### config.mk
export PLATFORM = sky130hd
export DESIGN_NAME = muldiv_unit
export DESIGN_NICKNAME = d
export VERILOG_FILES = /design/src/rtl/muldiv_unit.sv
export SDC_FILE = /design/constraint.sdc
export NUM_CORES = 1
export LEC_CHECK = 0
export BUFFER_PORTS_ARGS = -buffer_cell sky130_fd_sc_hd__buf_2
export CAP_MARGIN = 25
export CORE_UTILIZATION = 30
export CTS_CLUSTER_SIZE = 24
export DETAILED_ROUTE_END_ITERATION = 8
export GPL_ROUTABILITY_DRIVEN = 0
export PLACE_DENSITY = 0.53
export SYNTH_ARGS = -nofsm -noshare
export SYNTH_HDL_FRONTEND = slang
export SYNTH_SLANG_ARGS = --single-unit
### constraint.sdc
create_clock -name i_clk -period 4.7 [get_ports i_clk]
set_clock_uncertainty 0.2 [all_clocks]
set_input_delay 1.175 -clock i_clk [delete_from_list [all_inputs] [get_ports i_clk]]
set_output_delay 1.175 -clock i_clk [all_outputs]
set_load 0.05 [all_outputs]
### src/rtl/muldiv_unit.sv
// Iterative RV32M multiply/divide unit: one radix-2 shift-add / restoring shift-subtract step per cycle.
// Optional MD_EARLY_OUT_EN: divide-by-zero, signed-overflow and x0 multiplies skip the iteration.
module muldiv_unit #(
  parameter int DATA_W = 32
) (
  input  logic              i_clk,
  input  logic              i_rst_n,
  input  logic              i_start,
  input  logic [2:0]        i_md_op,
  input  logic [DATA_W-1:0] i_op_a,
  input  logic [DATA_W-1:0] i_op_b,
  input  logic              i_flush,
  output logic              o_busy,
  output logic              o_valid,
  output logic [DATA_W-1:0] o_result,
  output logic [1:0]        o_dbg_state
);

  typedef enum logic [1:0] {IDLE, CALC, FIN, DONE} state_t;

  localparam int AW = 2*DATA_W + 1;
  localparam int CW = $clog2(DATA_W);
  localparam logic [DATA_W-1:0] MIN  = {1'b1, {(DATA_W-1){1'b0}}};
  localparam logic [DATA_W-1:0] ONES = {DATA_W{1'b1}};
  localparam logic [CW-1:0]     LAST = CW'(DATA_W-1);

  state_t state, state_nxt;

  logic [AW-1:0]     acc;
  logic [DATA_W-1:0] mag_b;
  logic [2:0]        op_q;
  logic              neg_q;
  logic              special_q;
  logic [DATA_W-1:0] special_val_q;
  logic [CW-1:0]     cnt;

  // Handshake: a request is taken on a rising edge with i_start=1, i_flush=0 and o_busy=0;
  // the result is returned by a single-cycle o_valid pulse and holds until the next accept.
  logic accept;
  assign accept = (state == IDLE) && i_start && !i_flush;

  // Operand decode at accept
  logic              is_div, sgn_a_op, sgn_b_op, sa, sb, div0, ovf, special_in, early;
  logic [DATA_W-1:0] mag_a_in, mag_b_in, special_val_in;

  always_comb begin
    is_div   = i_md_op[2];
    sgn_a_op = (i_md_op == 3'd1) || (i_md_op == 3'd2) || (i_md_op == 3'd4) || (i_md_op == 3'd6);
    sgn_b_op = (i_md_op == 3'd1) || (i_md_op == 3'd4) || (i_md_op == 3'd6);
    sa       = sgn_a_op && i_op_a[DATA_W-1];
    sb       = sgn_b_op && i_op_b[DATA_W-1];
    mag_a_in = sa ? (~i_op_a + 1'b1) : i_op_a;
    mag_b_in = sb ? (~i_op_b + 1'b1) : i_op_b;
    div0     = is_div && (i_op_b == '0);
    ovf      = ((i_md_op == 3'd4) || (i_md_op == 3'd6)) && (i_op_a == MIN) && (i_op_b == ONES);
    special_in     = div0 || ovf || (!is_div && (i_op_b == '0));
    special_val_in = '0;
    if (div0)     special_val_in = i_md_op[1] ? i_op_a : ONES;
    else if (ovf) special_val_in = i_md_op[1] ? '0 : MIN;
  end

`ifdef MD_EARLY_OUT_EN
  assign early = special_in;
`else
  assign early = 1'b0;
`endif

  // One iteration step of each algorithm
  logic [DATA_W:0]   mul_sum;
  logic [DATA_W+1:0] div_diff;
  logic [AW-1:0]     acc_step;

  always_comb begin
    mul_sum  = acc[AW-1:DATA_W] + (acc[0] ? {1'b0, mag_b} : '0);
    div_diff = {1'b0, acc[2*DATA_W-1:DATA_W-1]} - {2'b00, mag_b};
    if (!op_q[2])
      acc_step = {1'b0, mul_sum, acc[DATA_W-1:1]};
    else if (div_diff[DATA_W+1])
      acc_step = {acc[2*DATA_W-1:0], 1'b0};
    else
      acc_step = {div_diff[DATA_W:0], acc[DATA_W-2:0], 1'b1};
  end

  // Sign correction and result select
  logic [2*DATA_W-1:0] prod_s;
  logic [DATA_W-1:0]   quot_s, rem_s, sel_result;

  always_comb begin
    prod_s = neg_q ? (~acc[2*DATA_W-1:0] + 1'b1) : acc[2*DATA_W-1:0];
    quot_s = neg_q ? (~acc[DATA_W-1:0] + 1'b1) : acc[DATA_W-1:0];
    rem_s  = neg_q ? (~acc[2*DATA_W-1:DATA_W] + 1'b1) : acc[2*DATA_W-1:DATA_W];
    case (op_q)
      3'd0:          sel_result = prod_s[DATA_W-1:0];
      3'd1, 3'd2,
      3'd3:          sel_result = prod_s[2*DATA_W-1:DATA_W];
      3'd4, 3'd5:    sel_result = quot_s;
      default:       sel_result = rem_s;
    endcase
  end

  always_ff @(posedge i_clk or negedge i_rst_n) begin
    if (!i_rst_n) state <= IDLE;
    else          state <= state_nxt;
  end

  always_comb begin
    state_nxt = state;
    case (state)
      IDLE: if (accept) state_nxt = early ? FIN : CALC;
      CALC: if (i_flush) state_nxt = IDLE;
            else if (cnt == LAST) state_nxt = FIN;
      FIN:  state_nxt = i_flush ? IDLE : DONE;
      DONE: state_nxt = IDLE;
      default: state_nxt = IDLE;
    endcase
  end

  always_ff @(posedge i_clk or negedge i_rst_n) begin
    if (!i_rst_n) begin
      acc           <= '0;
      mag_b         <= '0;
      op_q          <= '0;
      neg_q         <= 1'b0;
      special_q     <= 1'b0;
      special_val_q <= '0;
      cnt           <= '0;
      o_result      <= '0;
    end else begin
      if (accept) begin
        acc           <= {{(DATA_W+1){1'b0}}, mag_a_in};
        mag_b         <= mag_b_in;
        op_q          <= i_md_op;
        // Remainder takes the dividend's sign; everything else the product of signs
        neg_q         <= (is_div && i_md_op[1]) ? sa : (sa ^ sb);
        special_q     <= special_in;
        special_val_q <= special_val_in;
        cnt           <= '0;
      end else if (state == CALC && !i_flush) begin
        acc <= acc_step;
        cnt <= cnt + 1'b1;
      end
      if (state == FIN && !i_flush)
        o_result <= special_q ? special_val_q : sel_result;
    end
  end

  assign o_busy      = (state != IDLE);
  assign o_valid     = (state == DONE);
  assign o_dbg_state = state;

endmodule

# [After elaboration in Yosys (flattened, before gate mapping)]
# Index checks and enable logic that the tools add are counted.
# W data, S select, Z words.
[op_classes] addsub=8 eq_ne=17 n_mux=24 bitwise_logic=6 n_reduce_logical=29
[ops] operator="$mux W32" n=10
[ops] operator="$mux W65" n=4
[ops] operator="$add A32 B1 Y32 const B" n=4
[ops] operator="$not A32 Y32" n=4
[ops] operator="$pmux W32 S3" n=1
[ops] operator="$add A64 B1 Y64 const B" n=1
[ops] operator="$eq A32 B32 Y1 const B" n=2
[ops] operator="$mux W64" n=1
[ops] operator="$not A64 Y64" n=1
[ops] operator="$sub A33 B32 Y34" n=1
[ops] operator="$add A33 B32 Y33" n=1
[ops] operator="$logic_not A32 Y1" n=1
[ops] operator="$eq A3 B3 Y1 const B" n=4
[ops] operator="$logic_and A1 B1 Y1" n=11
[ops] operator="$mux W5" n=2
[ops] operator="$eq A3 B2 Y1 const B" n=3
[ops] operator="$logic_or A1 B1 Y1" n=8
[ops] operator="$mux W2" n=4
[ops] operator="$pmux W2 S4" n=1
[ops] operator="$eq A3 B1 Y1 const B" n=2
[ops] operator="$add A5 B1 Y5 const B" n=1
[ops] operator="$eq A5 B5 Y1 const B" n=1
[ops] operator="$eq A2 B2 Y1 const B" n=2
[ops] operator="$reduce_bool A2 Y1" n=2
[ops] operator="other kinds (11)" n=12
[totals] ff_bits=173 inputBits=71

# [Logic depth before layout (Yosys ltp)]
[logic_depth] word_depth=7 ltp_mapped=15 mapped_depth_nobuf=14

# [Worst setup path before layout]
# OpenSTA, ideal clock, no wires.
[synth_path] path_kind="reg-to-reg" from="register acc[31]" to="register acc[62]" arrival_ps=3336 setup_slack_ps=1043 path_stages_with_launch=15 path_buffers=0 path_cell_list="dfrtp_1 > inv_1 > ha_1 > inv_1 > fa_1 > a211o_1 > a2111oi_2 > o22ai_1 > a21oi_1 > o21ai_1 > a31o_2 > a31oi_1 > xor2_1 > o211ai_1 > a32o_1"
[synth_via] elab_chain_cells=5
[synth_rtl] element="start: declaration" line_no="29" rtl="logic [AW-1:0] acc;"
[synth_rtl] element="start signal: assignment" line_no="130" rtl="acc <= {{(DATA_W+1){1'b0}}, mag_a_in};"
[synth_rtl] element="start signal: assignment" line_no="139" rtl="acc <= acc_step;"
[synth_rtl] element="$sub A33 B32 Y34" line_no="75" rtl="div_diff = {1'b0, acc[2*DATA_W-1:DATA_W-1]} - {2'b00, mag_b};"
[synth_rtl] element="$mux W65" line_no="78" rtl="else if (div_diff[DATA_W+1])"
[synth_rtl] element="$mux W65" line_no="76" rtl="if (!op_q[2])"
[synth_rtl] element="$mux W65" line_no="138" rtl="end else if (state == CALC && !i_flush) begin"
[synth_rtl] element="$mux W65" line_no="129" rtl="if (accept) begin"
# Every way passes these cells. The select of a mux whose other input is x is not followed.
# A chain may end at the register's enable or synchronous reset.

# [Worst setup path after layout]
# Ends and elaborated chain as after synthesis.

==> flow_summary.toml <==
[outcome]
status = "complete, no violations"

[drt]
first_pass_iters = 6
dr_total_vias = 15040
drc = 0
wl_per_cell_um = 20.80
drt_iter0_drc = 1467
wl_met1_um = 25910
postRouteAntennaNets = 0
drt-total-wl_um = 55650
dr.max_layer_used = "met4"
met2_length_um = 24150
avgViaCountPerCell = 5.621
route.met3.wl_um = 3453

[hold_path]
worstHoldEndpoint = "special_val_q[2]"
holdCritStartpoint = "special_val_q[2]"
hold_path_class = "flip-flop to flip-flop"
holdPathStages = 2

[timing]
max_freq_mhz = 239.2
rsz0062_at_grt = "false"
setup_ws_ns = 0.5198
slew_headroom = 0.3036
tns_ns = 0
slew_viol_final = 0
hold_violations = 0
timing.final.crit_period_ns = 4.180
worst_pin_slew_ns = 1.045
fin_crit_sh = 0.8894
finalSetupViolations = 0

[cells_and_area]
nets = 2133
seq_area_um2 = 4332
final_cell_mix = "nand2_1, o21ai_0, dfrtp_1, a21oi_1, nor2_1"
fillers = 5269
multi_input_area_um2 = 10200
final_common_cell = "nand2_1"
area_growth_pct = 12.29
drive_above_1_share = 0.1084

[worst_setup_path]
end_kind = "flip-flop"
ff2ff_setup_slack_ns = 0.52
cp_data_arrival_time_ns = 4.33
cpPeakStageDelay_ns = 0.44
worst-path-max-fanout = 5
crit_slowest_cell = "a2111oi_2"
path_class = "flip-flop to flip-flop"
crit_chain = "inv_1 > ha_1 > inv_1 > fa_1 > a211o_1 > a2111oi_2 > o22ai_1 > a21oi_1 > o21ai_1 > a31o_2 > a31oi_1 > xor2_1 > o211ai_1 > a32o_1"
regToRegStartpoint = "acc[31]"
r2r_end = "acc[62]"
critPathLaunchType = "flip-flop"
reg2reg_depth = 14
cp.required_ns = 4.85
crit_top_cell = "inv_1"

[grt]
grtUsageTotal = 0.2160
antenna_found_initial = 0
grt_pass1_vias = 13880
grt-ovfl-total = 0
grt_max_degree = 87
grt_pass1_wl_um = 84970

[clock_network]
post_cts_resize_count = 0
cts_buffer_depth = 2
cts_buffers = 17
cts_tree = "done"
cts_setup_buffers = 0
root_buffer = "clkbuf_16"
cts.sinks = 173
clock_latency_ns = 0.46
cts-htree-levels = 4
cts.clk_slew.worst_paths_ns = 0.07
hold_buffers = 0

[floorplanning]
row_count = 82
ios = 107
fp.dieW_um = 227.6
die_h_um = 227.6
floorplan.initialDensity = 0.3044
design.die.area_um2 = 51800
core_um2 = 50170

[placement]
io_buffers = 106
place_ws_ns = 0.5550
dp.final_hpwl_um = 42330

[pwr]
p_leak_nw = 7.416
power.density_nw_per_um2 = 513.4
peakVddDrop_uv = 317.1

[synth]
synth-edff-count = 0
synth_flop_cell = "dfrtp_1"
syn_nets = 2099
ys_ff_latch = 173
ys_seq_area_frac = 0.2835
synth_area_um2 = 15270
ys_async_sr_fraction = 1.000
syn_inst = 1955
synth_cell_types = 80
yosys_warnings = 0
syn_avg_cell_area_um2 = 7.811

[job]
max-cap-violations = 0
## kinds of logic after synthesis
kind of cell    synth area share
simple gates              0.1973
xor+xnor                  0.1090
flops                     0.2835
mux                      0.03351
fa+ha+maj                0.06080
compound gates            0.2659
buf+inv                  0.04998
## how the worst max path moves through the flow
stage | slack, ns | cells past startpoint | from | to
3_3_place_gp | 0.57 | 14 | i_op_b[0] | special_val_q[31]
6_report | 0.52 | 14 | acc[31] | acc[62]
3_5_place_dp | 0.56 | 14 | acc[31] | acc[62]
2_1_floorplan | 1.04 | 14 | acc[31] | acc[62]
5_1_grt | 0.24 | 14 | acc[31] | acc[62]
4_1_cts | 0.54 | 14 | acc[31] | acc[62]
## layer usage
| layer | GRT usage | vias up |
|---|---|---|
| li1 | - | 7106 |
| met1 | 0.3109 | 7254 |
| met2 | 0.3189 | 579 |
| met3 | 0.03136 | 96 |
| met4 | 0.09115 | 0 |
| met5 | 0 | - |
## power by group
part           internal, W  switching (W)
logic              0.00193        0.00300
clock network     0.000858       0.000720
registers          0.00174       0.000564
total              0.00452        0.00428
## critical path: cells and delay by family, from the launching register on
kind | cells | cell delay (ns)
adder cells (fa/ha/maj) | 2 | 0.62
buffers and inverters | 2 | 0.23
flip-flops | 1 | 0.42
XOR/XNOR | 1 | 0.17
AO/OA/AOI/OAI | 9 | 2.41
## Yosys cell counts, types with 35 or more instances
cell,count,area [µm²]
o21ai_0,192,960.9
o31ai_1,52,390.4
dfrtp_1,173,4329
ha_1,71,888.4
nor2b_1,39,244.0
a21o_1,35,262.8
clkbuf_1,115,431.7
nand2_1,269,1010
mux2i_1,50,500.5
xor2_1,89,779.5
o211ai_1,41,307.8
inv_1,66,247.7
nor2_1,117,439.2
xnor2_1,101,884.6
a21oi_1,148,740.7
## per-stage QoR
step / std cells / area (µm²) / util / power (W) / hold WS (ns)
6_report: 2675 / 17150 / 0.3418 / 0.008803 / 0.2798
3_5_place_dp: 2642 / 16520 / 0.3292 / 0.007138 / 0.2685
3_3_place_gp: 2642 / 16520 / 0.3292 / 0.007109 / 0.2528
2_1_floorplan: 1955 / 15270 / - / 0.005713 / 0.2326
4_1_cts: 2674 / 17140 / 0.3417 / 0.008749 / 0.2853
5_1_grt: 2674 / 17140 / 0.3417 / 0.009386 / 0.3110
## final cells by class
class | count | area share
well taps | 672 | 0.04904
clock buffers | 17 | 0.02481
repair buffers | 149 | 0.05232
clock inverters | 15 | 0.01168
flip-flops and latches | 173 | 0.2526
diodes | 1 | 0.0001459
inverters | 66 | 0.01445
multi-input cells | 1582 | 0.5949
## flip-flops by register name, indices dropped and copies added, names as in the netlist
register       count
special_val_q     32
special_q          1
acc               65
mag_b             32
op_q               3
neg_q              1
o_result          32
cnt                5
o_dbg_state        2
Power figures use the tool's default switching activity.
